$ cat config.mk
export PLATFORM = sky130hd
export DESIGN_NAME = iteration_counter_csg
export DESIGN_NICKNAME = d
export VERILOG_FILES = /design/src/rtl/iteration_counter_csg.sv
export SDC_FILE = /design/constraint.sdc
export NUM_CORES = 1
export LEC_CHECK = 0
export CORE_ASPECT_RATIO = 1.2
export CORE_MARGIN = 2
export CORE_UTILIZATION = 50
export DETAILED_ROUTE_END_ITERATION = 10
export GPL_ROUTABILITY_DRIVEN = 0
export PLACE_DENSITY = 0.9
export SLEW_MARGIN = 20
export SYNTH_ARGS = -nofsm -noshare
export SYNTH_HDL_FRONTEND = slang
export SYNTH_SLANG_ARGS = --single-unit
$ cat constraint.sdc
create_clock -name clk -period 2.34 [get_ports clk]
set_input_delay 0.468 -clock clk [delete_from_list [all_inputs] [get_ports clk]]
set_output_delay 0.468 -clock clk [all_outputs]
set_load 0.02 [all_outputs]
$ cat src/rtl/iteration_counter_csg.sv
// Multi-dimensional loop-index counter for the CSG path: odometer-ordered
// indices, per-dimension upper-bound flags, and busy/done status.
module iteration_counter_csg #(
  parameter int DIMENSION = 3,
  parameter int WIDTH     = 8
) (
  input  logic                       clk,
  input  logic                       reset,
  input  logic                       start,
  input  logic                       step,
  input  logic                       abort,
  input  logic [DIMENSION*WIDTH-1:0] bounds,
  output logic [DIMENSION*WIDTH-1:0] index,
  output logic [0:DIMENSION-1]       at_max,
  output logic                       busy,
  output logic                       done
);

  localparam int TW = DIMENSION * WIDTH;

  typedef enum logic [0:0] {
    IDLE = 1'b0,
    RUN  = 1'b1
  } state_t;

  state_t                state_r, state_s;
  logic [TW-1:0]         bound_r, bound_s;
  logic [TW-1:0]         index_r, index_s;
  logic [TW-1:0]         odo_s;
  logic                  done_r, done_s;
  logic                  busy_s;
  logic [0:DIMENSION-1]  at_max_s;
  logic                  all_max_s;
  logic                  carry_s;

  assign busy_s = (state_r == RUN);

  // Per-dimension bound comparison, gated by busy so IDLE never reports a match.
  always_comb begin
    at_max_s = {DIMENSION{1'b0}};
    for (int i = 0; i < DIMENSION; i++) begin
      at_max_s[i] = busy_s & (index_r[i*WIDTH +: WIDTH] == bound_r[i*WIDTH +: WIDTH]);
    end
    all_max_s = &at_max_s;
  end

  // Odometer successor: wrap each saturated dimension and carry onward.
  always_comb begin
    odo_s   = index_r;
    carry_s = 1'b1;
    for (int i = 0; i < DIMENSION; i++) begin
      if (carry_s) begin
        if (at_max_s[i]) begin
          odo_s[i*WIDTH +: WIDTH] = {WIDTH{1'b0}};
        end else begin
          odo_s[i*WIDTH +: WIDTH] = index_r[i*WIDTH +: WIDTH] + WIDTH'(1'b1);
          carry_s = 1'b0;
        end
      end else begin
        odo_s[i*WIDTH +: WIDTH] = index_r[i*WIDTH +: WIDTH];
      end
    end
  end

  // Next-state and next-register values for the IDLE/RUN sequencer.
  always_comb begin
    state_s = state_r;
    bound_s = bound_r;
    index_s = index_r;
    done_s  = 1'b0;
    case (state_r)
      IDLE: begin
        if (start) begin
          bound_s = bounds;
          index_s = {TW{1'b0}};
          state_s = RUN;
        end else begin
          state_s = IDLE;
        end
      end
      RUN: begin
        if (abort) begin
          index_s = {TW{1'b0}};
          state_s = IDLE;
        end else if (step) begin
          if (all_max_s) begin
            done_s  = 1'b1;
            index_s = {TW{1'b0}};
            state_s = IDLE;
          end else begin
            index_s = odo_s;
          end
        end else begin
          state_s = RUN;
        end
      end
      default: begin
        index_s = {TW{1'b0}};
        state_s = IDLE;
      end
    endcase
  end

  // State, bound, index and done registers.
  always_ff @(posedge clk or posedge reset) begin
    if (reset) begin
      state_r <= IDLE;
      bound_r <= {TW{1'b0}};
      index_r <= {TW{1'b0}};
      done_r  <= 1'b0;
    end else begin
      state_r <= state_s;
      bound_r <= bound_s;
      index_r <= index_s;
      done_r  <= done_s;
    end
  end

  assign index  = index_r;
  assign at_max = at_max_s;
  assign busy   = busy_s;
  assign done   = done_r;

endmodule

-- After elaboration in Yosys (flattened, before gate mapping)
Cells that the tools add are included.
- register bits: 50
- memory bits (writable): 0
- logic and storage cells: 47
- input port bits: 29
- latch bits: 0
- output and inout bits: 29
- ROM bits: 0
- memories kept: 0
- equal/unequal tests: 7
- $mul: 0
- $lt $le $gt $ge: 0
- $add $sub $neg: 3
- divide/modulo/power cells: 0
- muxes and demuxes: 22
- reductions and logical operators: 5
- bitwise gates (word level): 4
- shift-type cells: 0
- operator list (operator ; count):
    two-way mux 24 bit ; 4
    case mux 24 bit (2 select lines) ; 1
    two-way mux 8 bit ; 5
    adder 8 x 1 -> 8 bit, second input constant ; 3
    equality test 8 bit ; 3
    two-way mux 1 bit ; 11
    AND reduction 3 bit ; 3
    != test 4 x 2 -> 1 bit, second input constant ; 2
    AND reduction 2 bit ; 2
    AND 1 bit ; 3
    != test 3 bit, second input constant ; 1
    != test 2 bit, second input constant ; 1
    case mux 1 bit (2 select lines) ; 1
    NOT 1 bit ; 1

-- Logic depth before layout (Yosys ltp)
Gate-level depths: netlist of the first run.
- depth in word-level cells: 9
- depth in mapped cells: 7
- mapped depth without buffers: 6

-- Worst setup path before layout of the first run
No wires, ideal clock.
- path kind: reg2reg
- start point: register index_r[1] (netlist: index[1])
- end point: register index_r[19] (netlist: index[19])
- slack: 0.266 ns
- buffers on the path: 0
- required time: 2.209 ns
- arrival time: 1.943 ns
- period minus slack after synthesis: 2.074 ns
- cell stages (with the launch flop): 7
- setup time: 0.131 ns
- path through: dfrtp_1 xnor2_1 nand3_2 nor3_1 a21oi_1 nor3_1 nor2_1
- cells in the longest elaborated chain, start to end: 7
- elaborated cells on any way between the ends: 11
- classes of those cells: 2 x eq/ne; 6 x mux; 1 x bitwise; 2 x reduce/logical
- RTL lines (item ; line ; RTL):
    from (decl) ; 28 ; logic [TW-1:0] index_r, index_s;
    from (signal assigned) ; 109 ; index_r <= {TW{1'b0}};
    from (signal assigned) ; 114 ; index_r <= index_s;
    equality test 8 bit * ; 42 ; at_max_s[i] = busy_s & (index_r[i*WIDTH +: WIDTH] == bound_r[i*WIDTH +: WIDTH]);
    AND 1 bit * ; 42 ;
    named net at_max (one bit) ; 14 ; output logic [0:DIMENSION-1] at_max,
    AND reduction 3 bit ; 44 ; all_max_s = &at_max_s;
    two-way mux 24 bit ; 86 ; if (all_max_s) begin
    two-way mux 24 bit ; 85 ; end else if (step) begin
    two-way mux 24 bit ; 82 ; if (abort) begin
    case mux 24 bit (2 select lines) ; 71 ; case (state_r)
Mark *: on every way through the listed nets, which the timed path passes. The rest lies on a longest branch. The select of a mux whose other input is x is not followed.
A chain may end at the register's enable or synchronous reset.

-- Worst setup path after layout of the first run
- start point: register index_r[11] (netlist: index[11])
- end point: output port at_max[1] in the netlist's numbering
- cells in the longest elaborated chain, start to end: 2
- RTL lines (item ; line):
    equality test 8 bit ; 42
    AND 1 bit ; 42
    to (decl) ; 14
No other way between the ends.

==> results of run 1 <==
cell usage in the layout, fill, tap and decap left out, drive strengths merged:
| cell type | n |
|---|---|
| or3 | 2 |
| bufinv | 2 |
| nor2b | 4 |
| o21bai | 1 |
| clkbuf | 6 |
| dlygate4sd2 | 1 |
| o21ai | 14 |
| o22a | 1 |
| and2 | 5 |
| a22oi | 1 |
| inv | 5 |
| nand2b | 2 |
| and4 | 2 |
| xnor2 | 25 |
| dlygate4sd1 | 1 |
| and3 | 4 |
| xor2 | 7 |
| nor2 | 12 |
| dfrtp | 50 |
| a21oi | 9 |
| a21o | 1 |
| nand3 | 15 |
| nand4b | 1 |
| o31ai | 3 |
| nand2 | 18 |
| clkdlybuf4s50 | 54 |
| mux2 | 24 |
| nor3 | 5 |
| clkdlybuf4s15 | 1 |
| o22ai | 4 |
| ha | 3 |
| nand4 | 9 |
| buf | 21 |
state kept, by name, indices dropped and copies added, names as in the netlist:
register	flops
index	24
bound_r	24
busy	1
done	1
logic make-up (layout without fill, tap and decap cells):
| logic type | Yosys count | count (layout) | share of synthesized area (%) |
|---|---|---|---|
| buffers and inverters | 12 | 91 | 2.229 |
| AND/OR/NAND/NOR | 79 | 79 | 16.29 |
| XOR/XNOR | 32 | 32 | 11.39 |
| flip-flops | 50 | 50 | 49.53 |
| multiplexers | 24 | 24 | 10.70 |
| adder cells (fa/ha/maj) | 3 | 3 | 1.486 |
| AO/OA/AOI/OAI | 34 | 34 | 8.370 |
synth_stat cells:
| cell | n | area [sq um] |
|---|---|---|
| a21oi_1 | 9 | 45.04 |
| nand4b_1 | 1 | 8.760 |
| xor2_1 | 7 | 61.31 |
| nand2b_1 | 2 | 12.51 |
| nand2_1 | 18 | 67.56 |
| and3_1 | 4 | 25.02 |
| mux2_2 | 24 | 270.3 |
| nor2_1 | 12 | 45.04 |
| inv_1 | 5 | 18.77 |
| o31ai_1 | 2 | 15.01 |
| nand3_1 | 13 | 65.06 |
| and2_1 | 5 | 31.28 |
| o31ai_4 | 1 | 21.27 |
| o21ai_2 | 1 | 8.760 |
| nor2b_1 | 4 | 25.02 |
| o21ai_0 | 13 | 65.06 |
| buf_1 | 1 | 3.750 |
| and4_1 | 2 | 17.52 |
| xnor2_2 | 1 | 16.27 |
| ha_1 | 3 | 37.54 |
| nand3_2 | 2 | 20.02 |
| buf_2 | 3 | 15.01 |
| buf_6 | 1 | 11.26 |
| dfrtp_1 | 50 | 1251 |
| a22oi_1 | 1 | 7.510 |
| nand4_1 | 9 | 56.30 |
| clkbuf_1 | 2 | 7.510 |
| a21o_1 | 1 | 7.510 |
| o21bai_1 | 1 | 7.510 |
| o22ai_1 | 4 | 25.02 |
| o22a_1 | 1 | 8.760 |
| or3_1 | 2 | 12.51 |
| xnor2_1 | 24 | 210.2 |
| nor3_1 | 5 | 25.02 |
critical path, cell delays in order (launching register included):
cell and delay, ps:
dfrtp_1 450, xnor2_1 230, nand4_1 170, nor2_1 170, and2_1 160, clkdlybuf4s15_1 300
path summary, 6_finish.rpt:
kind / startpoint / endpoint / slack [ps] / cells past startpoint
worst min-delay path: reset / index[5] / 470 / 2
min in group clk: bound_r[18] / bound_r[18] / 530 / 1
max in group asynchronous: reset / index[12] / 1350 / 3
worst min register to register: bound_r[18] / bound_r[18] / 530 / 1
worst max register to register: index[5] / index[20] / 240 / 6
worst max-delay path: index[11] / at_max[1] / 90 / 5
timing repair:
item | in CTS | in global routing
gates cloned | 0 | 0
setup endpoints to repair | 3 | 2
gates resized for setup | 4 | 5
pin swaps | 0 | 0
through the flow:
stage | hold WS (ps) | cells | total power (W)
floorplan | 502.2 | 234 | 0.001430
global placement | 513.1 | 365 | 0.001611
detailed placement | 517.3 | 365 | 0.001636
CTS | 478.9 | 373 | 0.002373
global route | 508.3 | 373 | 0.002481
finish | 467.0 | 373 | 0.002364
layer usage:
layer,track usage (%),part of all wire [%]
met1,28.70,42
met3,3.836,5.3
met2,40.29,51
met4,8.824,2.0
met5,0,0
where the power goes:
| part | leakage [nW] | internal [W] | switching, W |
|---|---|---|---|
| sequential | 0.637 | 0.000976 | 0.000100 |
| clock | 0.0714 | 0.000456 | 0.000284 |
| combinational | 0.711 | 0.000301 | 0.000247 |
area by class of cell:
| class | instances | area [sq um] | area share (%) |
|---|---|---|---|
| Clock inverter | 2 | 60.06 | 1.737 |
| Sequential cell | 50 | 1252 | 36.22 |
| Inverter | 5 | 18.77 | 0.5427 |
| Tap cell | 60 | 75.07 | 2.171 |
| Timing Repair Buffer | 78 | 738.2 | 21.35 |
| Multi-Input combinational cell | 172 | 1231 | 35.60 |
| Clock buffer | 6 | 82.58 | 2.388 |
==> impl_summary.md, run 1 <==
STA
The final worst slack is 86.92 ps. Measured against its own limit, the worst slew margin works out to 71.19%. The number of hold violations in the final report is 0. The post-route fraction of the period consumed by the critical path is 96.29%. The accumulated negative setup slack is 0 ps. The slew of the pin with the lowest slew margin is 431.6 ps. Setup violations remaining at the end of the flow were counted as 0. The number of slew-limit violations in the final report was 0.

The worst setup skew after layout is 13.34 ps. Derived from the worst setup path, the maximum achievable clock frequency is 0.4438 GHz. The shortest period the worst path allows is 2253 ps.

Setup path
The data arrival time of the critical path is 1790 ps. The worst setup path is launched from a flip-flop. Along the worst path, the maximum fanout reaches 6. The critical path is of the flip-flop to output pin type. STA classifies the critical path endpoint as an output pin. For the worst setup path, the data required time is 1870 ps.

GRT
The largest net degree at the start of global routing is 33. After global routing the overflow that remains totals 0. The number of antenna violations at the first check in global routing is 0. The number of global-route vias before repair is 2107. The first global-routing pass estimated 9701 microns of wire. Global routing used 23.27% of the available tracks.

Run
The tool flagged a number of max-cap violations equal to 0.

Placement
The quantity of I/O buffers inserted on ports is 57. Once placement finished, the instance area stood at 3307 sq um. The worst slack at placement is 92.08 ps. Summed over all nets, the half-perimeter wirelength after detailed placement is 4355 microns.

Layout
The share of the core filled with cells is 70.51%. After filler insertion, the fill cell instance count of the layout stands at 347. The proportion of layout cells with a drive suffix above 1 is 20.13%. The post-layout net count is 344. Relative to the synthesized area, the layout overhead comes to 36.90%.

The final instance area is 3458 sq um. The total inserted antenna cells is 0.

Yosys
The average cell area after synthesis is 10.80 sq um. The number of instances in the synthesized netlist is 234. During synthesis, Yosys emitted a total of 0 warnings.

Summing every instance area after synthesis gives 2526 sq um. The flip-flop and latch count after synthesis is 50. When the netlist entered floorplanning its net count stood at 266. The post-synthesis cell type count is 34.

Summing the sequential cell areas from Yosys gives 49.53% of the chip area.

Route
In the routed layout, each cell is associated on average with a via count of 5.536. In the final routed layout, each cell accounts on average for 15.46 microns. The total wire length after detailed routing is 5767 microns. The first routing iteration left 129 violations. The routed via count is 2065. The remaining antenna violation count is 0.

The final routed DRC violation total is 0. The first TritonRoute pass finished after 4 iterations.

CTS
After clock tree synthesis, the setup repair step added 0 buffers. The clock sink count is 50. The H-tree was split into 2 levels. The maximum clock path buffer count is 2.

The clock latency on the worst-skew pair is 310 ps. The clock transition at the register clock pins on the worst setup and hold paths after CTS is 100 ps. TritonCTS built the clock tree.

The number of buffers inserted during clock tree synthesis is 5. In this run, post-CTS hold repair placed 0 buffers. The cell at the root of the clock tree is clkbuf_8.

Power
The total power per unit cell area is 683.6 nW/um^2. VDD sags by at most 544.7 uV. The static power due to leakage is 1.419 nW.

Floorplanning
The die outline width is 68.89 microns. The starting utilization of the core area is 51.51%. In this run the count of I/O pins placed on the die edge is 58. The initialized floorplan defines 28 standard-cell rows. The total area inside the core boundary comes to 4905 sq um. In this run the vertical extent of the chip is 81.87 microns.

The die covers 5639 sq um.

Worst hold path
The path category of the worst min-delay check is input pin to async pin.

Status
The run finished with clean final reports.
Note: power is estimated with default switching activity, not from simulation.
==> run 2: changes to the inputs <==
--- a/config.mk
+++ b/config.mk
@@ -5,6 +5,7 @@
 export SDC_FILE = /design/constraint.sdc
 export NUM_CORES = 1
 export LEC_CHECK = 0
+export CAP_MARGIN = 20
 export CORE_ASPECT_RATIO = 1.2
 export CORE_MARGIN = 2
 export CORE_UTILIZATION = 50
==> results of run 2 <==
No change in the layout: final DEF, timing and power equal those of run 1.
